`config.mk`:
```
export PLATFORM = sky130hd
export DESIGN_NAME = bsg_manycore_lock_client_flat
export DESIGN_NICKNAME = d
export VERILOG_FILES = /design/src/rtl/bsg_manycore_lock_client_pkg.sv /design/src/rtl/bsg_manycore_lock_client_if.sv /design/src/rtl/bsg_manycore_lock_backoff.sv /design/src/rtl/bsg_manycore_lock_client.sv /design/src/flat_wrapper.sv
export SDC_FILE = /design/constraint.sdc
export NUM_CORES = 1
export LEC_CHECK = 0
export ABC_CLOCK_PERIOD_IN_PS = 1800
export CAP_MARGIN = 20
export CORE_ASPECT_RATIO = 0.7
export CORE_MARGIN = 2
export CORE_UTILIZATION = 38
export CTS_BUF_LIST = sky130_fd_sc_hd__clkbuf_4 sky130_fd_sc_hd__clkbuf_8 sky130_fd_sc_hd__clkbuf_16
export DETAILED_ROUTE_END_ITERATION = 10
export PLACE_DENSITY_LB_ADDON = 0.3
export SLEW_MARGIN = 0
export SYNTH_ARGS = -nofsm -noshare
export SYNTH_HDL_FRONTEND = slang
export SYNTH_SLANG_ARGS = --single-unit
```
`constraint.sdc`:
```
create_clock -name clk_i -period 1.8 [get_ports clk_i]
set_input_delay 0.36 -clock clk_i [delete_from_list [all_inputs] [get_ports clk_i]]
set_output_delay 0.36 -clock clk_i [all_outputs]
set_load 0.005 [all_outputs]
```
`src/rtl/bsg_manycore_lock_client_pkg.sv`:
```
// bsg_manycore_lock_client_pkg: FSM states and lock reply encoding shared with the responder
package bsg_manycore_lock_client_pkg;
  typedef enum logic [2:0] {IDLE, SEND, WAIT, BACKOFF, RESP} state_e;
  localparam logic lock_success_gp = 1'b0;
  localparam logic lock_fail_gp = 1'b1;
endpackage

```
`src/rtl/bsg_manycore_lock_client_if.sv`:
```
// bsg_manycore_lock_client_if: core request/response, outgoing packet and returning-data bundle
interface bsg_manycore_lock_client_if #(
  parameter int addr_width_p = 32,
  parameter int data_width_p = 32,
  parameter int x_cord_width_p = 4,
  parameter int y_cord_width_p = 4
);
  logic req_v_i, req_ready_o, req_acquire_i;
  logic [addr_width_p-1:0] req_addr_i;
  logic [x_cord_width_p-1:0] req_x_cord_i;
  logic [y_cord_width_p-1:0] req_y_cord_i;
  logic resp_v_o, resp_yumi_i, resp_success_o;
  logic [15:0] resp_tries_o;
  logic out_v_o, out_ready_i, out_swap_aq_o, out_swap_rl_o;
  logic [addr_width_p-1:0] out_addr_o;
  logic [x_cord_width_p-1:0] out_x_cord_o;
  logic [y_cord_width_p-1:0] out_y_cord_o;
  logic [data_width_p-1:0] out_data_o;
  logic returned_v_i;
  logic [data_width_p-1:0] returned_data_i;
  modport slave (
    input req_v_i, req_acquire_i, req_addr_i, req_x_cord_i, req_y_cord_i, resp_yumi_i,
          out_ready_i, returned_v_i, returned_data_i,
    output req_ready_o, resp_v_o, resp_success_o, resp_tries_o, out_v_o, out_addr_o,
           out_x_cord_o, out_y_cord_o, out_data_o, out_swap_aq_o, out_swap_rl_o
  );
  modport master (
    output req_v_i, req_acquire_i, req_addr_i, req_x_cord_i, req_y_cord_i, resp_yumi_i,
           out_ready_i, returned_v_i, returned_data_i,
    input req_ready_o, resp_v_o, resp_success_o, resp_tries_o, out_v_o, out_addr_o,
          out_x_cord_o, out_y_cord_o, out_data_o, out_swap_aq_o, out_swap_rl_o
  );
endinterface

```
`src/rtl/bsg_manycore_lock_backoff.sv`:
```
// bsg_manycore_lock_backoff: doubling backoff length and down-counter; LFSR jitter under BSG_MANYCORE_LOCK_CLIENT_JITTER_EN
module bsg_manycore_lock_backoff #(
  parameter int backoff_min_p = 4,
  parameter int backoff_max_p = 256,
  localparam int w = $clog2(backoff_max_p) + 2
) (
  input  logic clk_i,
  input  logic reset_i,
  input  logic reset_len_i,
  input  logic load_i,
  output logic done_o
`ifdef BSG_MANYCORE_LOCK_CLIENT_JITTER_EN
  , input logic [7:0] seed_i
`endif
);
  logic [w-1:0] len_q, len_d, cnt_q, cnt_d, jit, dbl;
`ifdef BSG_MANYCORE_LOCK_CLIENT_JITTER_EN
  localparam int jb = $clog2(backoff_min_p);
  logic [7:0] lfsr_q, lfsr_d;
  assign lfsr_d = {lfsr_q[6:0], lfsr_q[7] ^ lfsr_q[5] ^ lfsr_q[4] ^ lfsr_q[3]};
  assign jit = w'(lfsr_q) & w'((1 << jb) - 1);
  always_ff @(posedge clk_i)
    lfsr_q <= reset_i ? ((seed_i == 8'd0) ? 8'd1 : seed_i) : lfsr_d;
`else
  assign jit = '0;
`endif
  always_comb begin
    dbl = len_q << 1;
    len_d = reset_len_i ? w'(backoff_min_p)
          : load_i ? ((dbl > w'(backoff_max_p)) ? w'(backoff_max_p) : dbl)
          : len_q;
    cnt_d = load_i ? len_q + jit : (cnt_q != '0) ? cnt_q - w'(1) : cnt_q;
  end
  assign done_o = cnt_q == w'(1);
  always_ff @(posedge clk_i)
    if (reset_i) begin
      len_q <= w'(backoff_min_p);
      cnt_q <= '0;
    end else begin
      len_q <= len_d;
      cnt_q <= cnt_d;
    end
endmodule

```
`src/rtl/bsg_manycore_lock_client.sv`:
```
// bsg_manycore_lock_client: swap.aq/swap.rl mutex initiator with retry backoff; BSG_MANYCORE_LOCK_CLIENT_JITTER_EN adds LFSR jitter
module bsg_manycore_lock_client
  import bsg_manycore_lock_client_pkg::*;
#(
  parameter int addr_width_p = 32,
  parameter int data_width_p = 32,
  parameter int x_cord_width_p = 4,
  parameter int y_cord_width_p = 4,
  parameter int max_tries_p = 16,
  parameter int backoff_min_p = 4,
  parameter int backoff_max_p = 256
) (
  input logic clk_i,
  input logic reset_i,
  bsg_manycore_lock_client_if.slave io
);
  state_e state_q, state_d;
  logic acq_q, acq_d, held_q, held_d, success_q, success_d, reset_len, load, done;
  logic [addr_width_p-1:0] addr_q, addr_d;
  logic [x_cord_width_p-1:0] x_q, x_d;
  logic [y_cord_width_p-1:0] y_q, y_d;
  logic [15:0] tries_q, tries_d;
  logic unused_data;
  assign unused_data = ^io.returned_data_i[data_width_p-1:1];
  bsg_manycore_lock_backoff #(.backoff_min_p(backoff_min_p), .backoff_max_p(backoff_max_p)) backoff (
    .clk_i(clk_i), .reset_i(reset_i), .reset_len_i(reset_len), .load_i(load), .done_o(done)
`ifdef BSG_MANYCORE_LOCK_CLIENT_JITTER_EN
    , .seed_i(8'({io.req_x_cord_i, io.req_y_cord_i}))
`endif
  );
  always_comb begin
    state_d = state_q;
    acq_d = acq_q;
    addr_d = addr_q;
    x_d = x_q;
    y_d = y_q;
    held_d = held_q;
    tries_d = tries_q;
    success_d = success_q;
    reset_len = 1'b0;
    load = 1'b0;
    case (state_q)
      IDLE: if (io.req_v_i) begin
        acq_d = io.req_acquire_i;
        addr_d = io.req_addr_i;
        x_d = io.req_x_cord_i;
        y_d = io.req_y_cord_i;
        tries_d = '0;
        success_d = 1'b0;
        reset_len = 1'b1;
        // only one lock per tile: a second acquire fails without touching the network
        state_d = (io.req_acquire_i && held_q) ? RESP : SEND;
      end
      SEND: if (io.out_ready_i) begin
        tries_d = (acq_q && tries_q != 16'hffff) ? tries_q + 16'd1 : tries_q;
        state_d = WAIT;
      end
      WAIT: if (io.returned_v_i) begin
        if (!acq_q) begin
          held_d = 1'b0;
          success_d = 1'b1;
          state_d = RESP;
        end else if (io.returned_data_i[0] == lock_success_gp) begin
          held_d = 1'b1;
          success_d = 1'b1;
          state_d = RESP;
        end else if (io.returned_data_i[0] == lock_fail_gp && max_tries_p != 0
                     && tries_q == 16'(max_tries_p)) begin
          success_d = 1'b0;
          state_d = RESP;
        end else begin
          load = 1'b1;
          state_d = BACKOFF;
        end
      end
      BACKOFF: state_d = done ? SEND : BACKOFF;
      RESP: state_d = io.resp_yumi_i ? IDLE : RESP;
      default: state_d = IDLE;
    endcase
  end
  always_ff @(posedge clk_i)
    if (reset_i) begin
      state_q <= IDLE;
      acq_q <= 1'b0;
      addr_q <= '0;
      x_q <= '0;
      y_q <= '0;
      held_q <= 1'b0;
      tries_q <= '0;
      success_q <= 1'b0;
    end else begin
      state_q <= state_d;
      acq_q <= acq_d;
      addr_q <= addr_d;
      x_q <= x_d;
      y_q <= y_d;
      held_q <= held_d;
      tries_q <= tries_d;
      success_q <= success_d;
    end
  assign io.req_ready_o = state_q == IDLE;
  assign io.resp_v_o = state_q == RESP;
  assign io.resp_success_o = success_q;
  assign io.resp_tries_o = tries_q;
  assign io.out_v_o = state_q == SEND;
  assign io.out_addr_o = addr_q;
  assign io.out_x_cord_o = x_q;
  assign io.out_y_cord_o = y_q;
  assign io.out_data_o = '0;
  assign io.out_swap_aq_o = (state_q == SEND) && acq_q;
  assign io.out_swap_rl_o = (state_q == SEND) && !acq_q;
endmodule

```
`src/flat_wrapper.sv`:
```
// flat-port wrapper written by rule: the top's interface ports become plain ports
module bsg_manycore_lock_client_flat import bsg_manycore_lock_client_pkg::*;
#(
  parameter int addr_width_p = 32,
  parameter int data_width_p = 32,
  parameter int x_cord_width_p = 4,
  parameter int y_cord_width_p = 4,
  parameter int max_tries_p = 16,
  parameter int backoff_min_p = 4,
  parameter int backoff_max_p = 256
)
  (clk_i, reset_i, io_req_v_i, io_req_acquire_i, io_req_addr_i, io_req_x_cord_i, io_req_y_cord_i, io_resp_yumi_i, io_out_ready_i, io_returned_v_i, io_returned_data_i, io_req_ready_o, io_resp_v_o, io_resp_success_o, io_resp_tries_o, io_out_v_o, io_out_addr_o, io_out_x_cord_o, io_out_y_cord_o, io_out_data_o, io_out_swap_aq_o, io_out_swap_rl_o);
  bsg_manycore_lock_client_if #(.addr_width_p(addr_width_p), .data_width_p(data_width_p), .x_cord_width_p(x_cord_width_p), .y_cord_width_p(y_cord_width_p)) io_i ();
  input logic clk_i;
  input logic reset_i;
  input wire logic [$bits(io_i.req_v_i)-1:0] io_req_v_i;
  input wire logic [$bits(io_i.req_acquire_i)-1:0] io_req_acquire_i;
  input wire logic [$bits(io_i.req_addr_i)-1:0] io_req_addr_i;
  input wire logic [$bits(io_i.req_x_cord_i)-1:0] io_req_x_cord_i;
  input wire logic [$bits(io_i.req_y_cord_i)-1:0] io_req_y_cord_i;
  input wire logic [$bits(io_i.resp_yumi_i)-1:0] io_resp_yumi_i;
  input wire logic [$bits(io_i.out_ready_i)-1:0] io_out_ready_i;
  input wire logic [$bits(io_i.returned_v_i)-1:0] io_returned_v_i;
  input wire logic [$bits(io_i.returned_data_i)-1:0] io_returned_data_i;
  output wire logic [$bits(io_i.req_ready_o)-1:0] io_req_ready_o;
  output wire logic [$bits(io_i.resp_v_o)-1:0] io_resp_v_o;
  output wire logic [$bits(io_i.resp_success_o)-1:0] io_resp_success_o;
  output wire logic [$bits(io_i.resp_tries_o)-1:0] io_resp_tries_o;
  output wire logic [$bits(io_i.out_v_o)-1:0] io_out_v_o;
  output wire logic [$bits(io_i.out_addr_o)-1:0] io_out_addr_o;
  output wire logic [$bits(io_i.out_x_cord_o)-1:0] io_out_x_cord_o;
  output wire logic [$bits(io_i.out_y_cord_o)-1:0] io_out_y_cord_o;
  output wire logic [$bits(io_i.out_data_o)-1:0] io_out_data_o;
  output wire logic [$bits(io_i.out_swap_aq_o)-1:0] io_out_swap_aq_o;
  output wire logic [$bits(io_i.out_swap_rl_o)-1:0] io_out_swap_rl_o;
  assign io_i.req_v_i = io_req_v_i;
  assign io_i.req_acquire_i = io_req_acquire_i;
  assign io_i.req_addr_i = io_req_addr_i;
  assign io_i.req_x_cord_i = io_req_x_cord_i;
  assign io_i.req_y_cord_i = io_req_y_cord_i;
  assign io_i.resp_yumi_i = io_resp_yumi_i;
  assign io_i.out_ready_i = io_out_ready_i;
  assign io_i.returned_v_i = io_returned_v_i;
  assign io_i.returned_data_i = io_returned_data_i;
  assign io_req_ready_o = io_i.req_ready_o;
  assign io_resp_v_o = io_i.resp_v_o;
  assign io_resp_success_o = io_i.resp_success_o;
  assign io_resp_tries_o = io_i.resp_tries_o;
  assign io_out_v_o = io_i.out_v_o;
  assign io_out_addr_o = io_i.out_addr_o;
  assign io_out_x_cord_o = io_i.out_x_cord_o;
  assign io_out_y_cord_o = io_i.out_y_cord_o;
  assign io_out_data_o = io_i.out_data_o;
  assign io_out_swap_aq_o = io_i.out_swap_aq_o;
  assign io_out_swap_rl_o = io_i.out_swap_rl_o;
  bsg_manycore_lock_client #(.addr_width_p(addr_width_p), .data_width_p(data_width_p), .x_cord_width_p(x_cord_width_p), .y_cord_width_p(y_cord_width_p), .max_tries_p(max_tries_p), .backoff_min_p(backoff_min_p), .backoff_max_p(backoff_max_p)) u_core (.clk_i(clk_i), .reset_i(reset_i), .io(io_i));
endmodule
```
==> Word-level counts from Yosys, hierarchy flattened <==
Index checks and enable logic that the tools add are counted.
{ "word_totals": {"register_bits": 82, "inputBits": 79, "out_inout_bits": 94, "wordCells": 75} }
{ "op_classes": {"n_addsub": 2, "magnitude_cmp": 1, "n_eq_ne": 13, "muxes": 32, "n_reduce_logical": 17} }
{ "ops": {"columns": ["cell", "n"], "rows": [
  ["two-way mux 16 bit", 3],
  ["one-hot mux 16 bit (2 select lines)", 1],
  ["two-way mux 10 bit", 3],
  ["two-way mux 3 bit", 8],
  ["adder 16 x 1 -> 16 bit, second input constant", 1],
  ["== test 16 x 5 -> 1 bit, second input constant", 1],
  ["!= test 16 bit, second input constant", 1],
  ["one-hot mux 3 bit (5 select lines)", 1],
  ["two-way mux 1 bit", 14],
  ["== test 10 x 1 -> 1 bit, second input constant", 1],
  ["greater-than comparator 10 x 9 -> 1 bit, second input constant", 1],
  ["nonzero test 10 bit", 1],
  ["subtractor 10 x 1 -> 10 bit, second input constant", 1],
  ["!= test 2 bit, second input constant", 4],
  ["AND reduction 4 bit", 2],
  ["== test 3 x 2 -> 1 bit, second input constant", 2],
  ["AND reduction 3 bit", 2],
  ["nonzero test 2 bit", 3],
  ["logical AND 1 bit", 5],
  ["!= test 4 bit, second input constant", 1],
  ["== test 3 x 1 -> 1 bit, second input constant", 1],
  ["== test 3 bit, second input constant", 1],
  ["logical NOT 3 bit", 1],
  ["two-way mux 2 bit", 1],
  ["other kinds (5)", 5]
]} }

==> Longest topological paths before layout <==
{ "logic_depth": {"depth_word": 8, "mapped_depth": 9, "ltp_nobuf": 7} }

==> Modules after synthesis <==
Synthesis repeated with hierarchy kept, for this count alone.
{ "unflattened": {"hier_cells": 465, "hier_area_um2": 3752.3} }
{ "by_module_without_submodules": {"columns": ["module", "n_inst", "cells_each", "area_per_inst_um2", "seq_area_each_um2"], "rows": [
  ["bsg_manycore_lock_client", 1, 371, 2941.6, 1241.2],
  ["bsg_manycore_lock_backoff", 1, 94, 810.8, 360.3]
]} }

==> Worst setup path before layout <==
No wires, ideal clock.
{ "synth_path": {"path_kind": "register -> register", "startpoint": "register u_core.state_q[2]", "endpoint": "register u_core.tries_q[15] (netlist: u_core.io.resp_tries_o[15])", "setup_time_ps": 128, "t_arrival_ps": 1625, "required_time_ps": 1672, "path_slack_ps": 48, "stages_incl_launch_ff": 10, "path_buffers": 3, "period_less_slack_ps": 1752, "path_cell_list": "dfxtp_1 > buf_6 > or3b_1 > buf_6 > inv_4 > buf_6 > nand4_2 > o2111ai_1 > xor2_1 > nor2_1"} }
{ "synth_between": {"elab_chain_len": 3, "word_cells_on_any_way": 8, "cone_classes": "4 x eq/ne; 1 x mux; 3 x reduce/logical"} }
{ "synth_lines": {"columns": ["element", "line_no", "rtl"], "rows": [
  ["start: declaration", "bsg_manycore_lock_client.sv:17", "state_e state_q, state_d;"],
  ["start signal: assignment", "bsg_manycore_lock_client.sv:92", "state_q <= state_d;"],
  ["== test 3 x 1 -> 1 bit (*)", null, null],
  ["via io_out_v_o", "flat_wrapper.sv:29", "output wire logic [$bits(io_i.out_v_o)-1:0] io_out_v_o;"],
  ["!= test 2 x 1 -> 1 bit (no line) (tied with other cells)", null, null],
  ["AND reduction 4 bit (no line)", null, null],
  ["end signal: assignment", "bsg_manycore_lock_client.sv:98", "tries_q <= tries_d;"],
  ["end: declaration", "bsg_manycore_lock_client.sv:22", "logic [15:0] tries_q, tries_d;"]
]} }
Mark *: on every way through the listed nets, which the timed path passes. The rest lies on a longest branch.
A chain may end at the register's enable or synchronous reset.

==> Worst setup path in the final report <==
{ "layout_path": {"startpoint": "register u_core.tries_q[2] (netlist: u_core.io.resp_tries_o[2])", "endpoint": "register u_core.success_q (netlist: u_core.io.resp_success_o)"} }
{ "layout_between": {"elab_chain_len": 4} }
{ "layout_lines": {"columns": ["element", "line_no", "rtl"], "rows": [
  ["== test 16 x 5 -> 1 bit", "bsg_manycore_lock_client.sv:68", "&& tries_q == 16'(max_tries_p)) begin"],
  ["logical AND 1 bit", "bsg_manycore_lock_client.sv:68", null],
  ["!= test 4 bit (no line)", null, null],
  ["AND reduction 4 bit (no line)", null, null],
  ["end signal: assignment", "bsg_manycore_lock_client.sv:99", "success_q <= success_d;"],
  ["end: declaration", "bsg_manycore_lock_client.sv:18", "logic acq_q, acq_d, held_q, held_d, success_q, success_d, reset_len, load, done;"]
]} }
Every way passes these cells.

==> out/qor.yml <==
run_status:
  status: "finished clean"
min_path:
  min_path_type: "primary input to flip-flop"
final_layout:
  ff_latch_area_sq_um: 1610
  multi_input_area_sq_um: 2030
  design_area_sq_um: 5680
  fillers: 851
  layout-drive-gt1-share_pct: 17.8
  nets: 708
  diodes: 0
  final_cells: 757
  area_growth_pct: 49.4
setup_path:
  cp-end-kind: "flip-flop"
  critPathMaxFanout: 4
  startpoint_type: "flip-flop"
  critical_path_required_ps: 2010
  critPathArrivalTime_ps: 1980
  crit_type: "flip-flop to flip-flop"
clock_tree:
  h-tree-depth: 3
  holdBufCountCts: 0
  clock_path_buffers: 2
  cts_tree: "yes"
  cts_sinks: 80
  root_buffer: "clkbuf_16"
  clk_latency_ps: 330
  clk_pin_slew_ps: 60
  cts_buffers: 9
global_routing:
  grt_pass1_vias: 3423
  grt_max_degree: 42
  antenna_found_initial: 0
  grt_pass1_wl_mm: 16.1
  grt_usage_pct: 18.6
  grt_overflow: 0
timing:
  drv_slew: 0
  worst_clock_skew_ps: 5.25
  fmax_ghz: 0.565
  finalHoldViolCount: 0
  post-route-period-util_pct: 98.4
  rsz0062_at_grt: "true"
  fin_crit_ps: 1770
  setup_ws_ps: 28.8
  setup_viol: 0
synthesis:
  synth_cells: 476
  synth-main-ff-cell: "dfxtp_1"
  synthArstFlopShare_pct: 0
  synth_top_family_by_area: "simple AND/OR/NAND/NOR gates"
  synth_xor_area_share_pct: 2.30
  synthSimpleGateAreaFrac_pct: 24.5
  netlist_area_sq_um: 3800
  ys_seq_elements: 80
  yosys.area.top_type: "dfxtp_1"
  synth_fa_ha_area_share_pct: 1.64
  yosys-top-cells-area: "dfxtp_1 42%, nand2_1 11%, a21oi_1 7.9%, buf_4 6.5%, nor2_1 3.1%"
  yosysWarnings: 0
  synth-compound-area-share_pct: 17.5
  synthMuxAreaShare_pct: 0.789
  yosysUniqueCellTypes: 55
  synthDominantCellAreaShare_pct: 42.1
  avgSynthCellArea_sq_um: 7.99
  yosysSeqAreaShare_pct: 42.1
  synth_edf_count: 0
job:
  maxCapViolations: 0
power_and_ir_drop:
  combPwrFrac_pct: 34.2
  p_int_uw: 3920
  pwr-share-clk_pct: 29.1
  pwr-share-seq_pct: 36.7
  p_sw_share_pct: 32.4
  ir_worst_vdd_mv: 0.609
  powerDensity_nw_per_um2: 1020
  switchingPower_uw: 1880
  p_leak_uw: 0.00223
route:
  drc: 0
  viasPerCell: 4.97
  first_pass_iters: 4
  drt-initial-drc-count: 148
  final_antenna_net_count: 0
  routed_wl_mm: 10.3
  wl_per_cell_um: 13.6
  vias: 3762
placed_design:
  port_buffers: 109
  placed_area_sq_um: 5200
  pre_cts_ws_ps: -413
  hpwl_mm: 7.35
  routabilityCongestion: 0.872
  dp.cells: 734
floorplan:
  fp.dieW_um: 124
  dieArea_sq_um: 10800
  io_pins: 173
  num_rows: 30
  die_y_um: 87.7
  initial_core_util_pct: 39.1
  core_sq_um: 9720
-- synth_stat cells, types with 2 or more instances --
master,instances
a21o_1,3
or3b_1,2
nor4_1,3
and3_1,4
nor3_1,13
ha_1,5
o2111ai_1,3
or3_1,2
and2_1,4
a311oi_1,6
buf_2,7
inv_1,8
xor2_1,5
nor3b_1,3
a211oi_1,8
nor4b_1,2
nand2b_1,2
buf_4,33
dfxtp_1,80
a41oi_1,2
nand4_1,4
nor2_1,31
mux2i_1,3
buf_6,4
a21oi_1,60
o21ai_0,6
nor2b_1,4
nand2_1,108
nand3_1,18
xnor2_1,5
clkbuf_1,14
-- cells by family after synthesis --
kind of cell / count (synthesis)
buffers and inverters: 68
AO/OA/AOI/OAI: 104
multiplexers: 3
flip-flops: 80
XOR/XNOR: 10
other: 1
AND/OR/NAND/NOR: 205
adder cells (fa/ha/maj): 5
-- cell usage in the layout, fill, tap and decap left out, drive strengths merged, types with 3 or more instances in the layout --
cell type / instances
nand2: 108
clkdlybuf4s50: 102
dfxtp: 80
a21oi: 62
buf: 59
conb: 32
nor2: 31
nand3: 18
nor3: 14
inv: 11
clkbuf: 10
a211oi: 9
o21ai: 6
a311oi: 6
xor2: 5
xnor2: 5
nand4: 5
ha: 5
and2: 4
nor2b: 4
and3: 4
a21o: 3
mux2i: 3
dlymetal6s2s: 3
nor4: 3
o2111ai: 3
nor3b: 3
clkinv: 3
-- power groups by stage --
stage               Combinational [uW]  Sequential, uW  Clock [uW]
floorplan                         1090            2160           0
global placement                  1800            2150           0
detailed placement                1850            2150           0
CTS                               1870            2120        1740
global route                      2180            2150        1820
finish                            1980            2130        1690
-- registers in the layout, indices dropped and copies added, names as in the netlist --
register                  count
u_core.io.resp_tries_o       16
u_core.io.out_addr_o         32
u_core.backoff.len_q          8
u_core.io.out_x_cord_o        4
u_core.acq_q                  1
u_core.backoff.cnt_q         10
u_core.held_q                 1
u_core.io.resp_success_o      1
u_core.state_q                3
u_core.io.out_y_cord_o        4
-- critical path, stage by stage (launching register included) --
cell      delay [ps]
dfxtp_1          360
nor4b_2          340
nand4_1          230
buf_4            210
a2111o_1         400
nand2_1           60
a21oi_1           50
-- layout make-up --
class | instances | share of cell area, %
multi-input cells | 359 | 35.7
flip-flops and latches | 80 | 28.3
inverters | 9 | 0.638
repair buffers | 165 | 27.6
clock buffers | 9 | 3.96
clock inverters | 7 | 0.969
well taps | 128 | 2.82
-- per-layer routing --
metal  wire, um  global-route usage (%)
met5          0                       0
met4         68                    4.13
met3        944                    7.81
met2       4740                    28.5
met1       4530                    24.6
-- stage by stage --
stage	setup TNS (ps)	hold WS [ps]	utilization, %	total power (uW)
3_5_place_dp	-4230	446	53.5	4000
2_1_floorplan	0	439	-	3250
5_1_grt	-98.9	378	58.5	6150
4_1_cts	-495	373	56.7	5730
3_3_place_gp	-3430	441	53.5	3950
6_report	0	385	58.5	5800
-- timing repair --
| item | CTS | global route |
|---|---|---|
| endpoints found under the setup margin | 14 | 37 |
| setup buffers | 1 | 7 |
| pin swaps | 3 | 12 |
| gates resized for setup | 17 | 34 |
-- worst paths after layout --
| kind | startpoint | end | slack [ps] | depth (start not counted) |
|---|---|---|---|---|
| worst min-delay path | reset_i | u_core.held_q | 380 | 2 |
| worst max register to register | u_core.io.resp_tries_o[2] | u_core.io.resp_success_o | 30 | 6 |
| worst min register to register | u_core.io.out_addr_o[26] | u_core.io.out_addr_o[26] | 450 | 2 |
| worst max-delay path | u_core.io.resp_tries_o[2] | u_core.io.resp_success_o | 30 | 6 |
(Power assumes the default switching activity.)
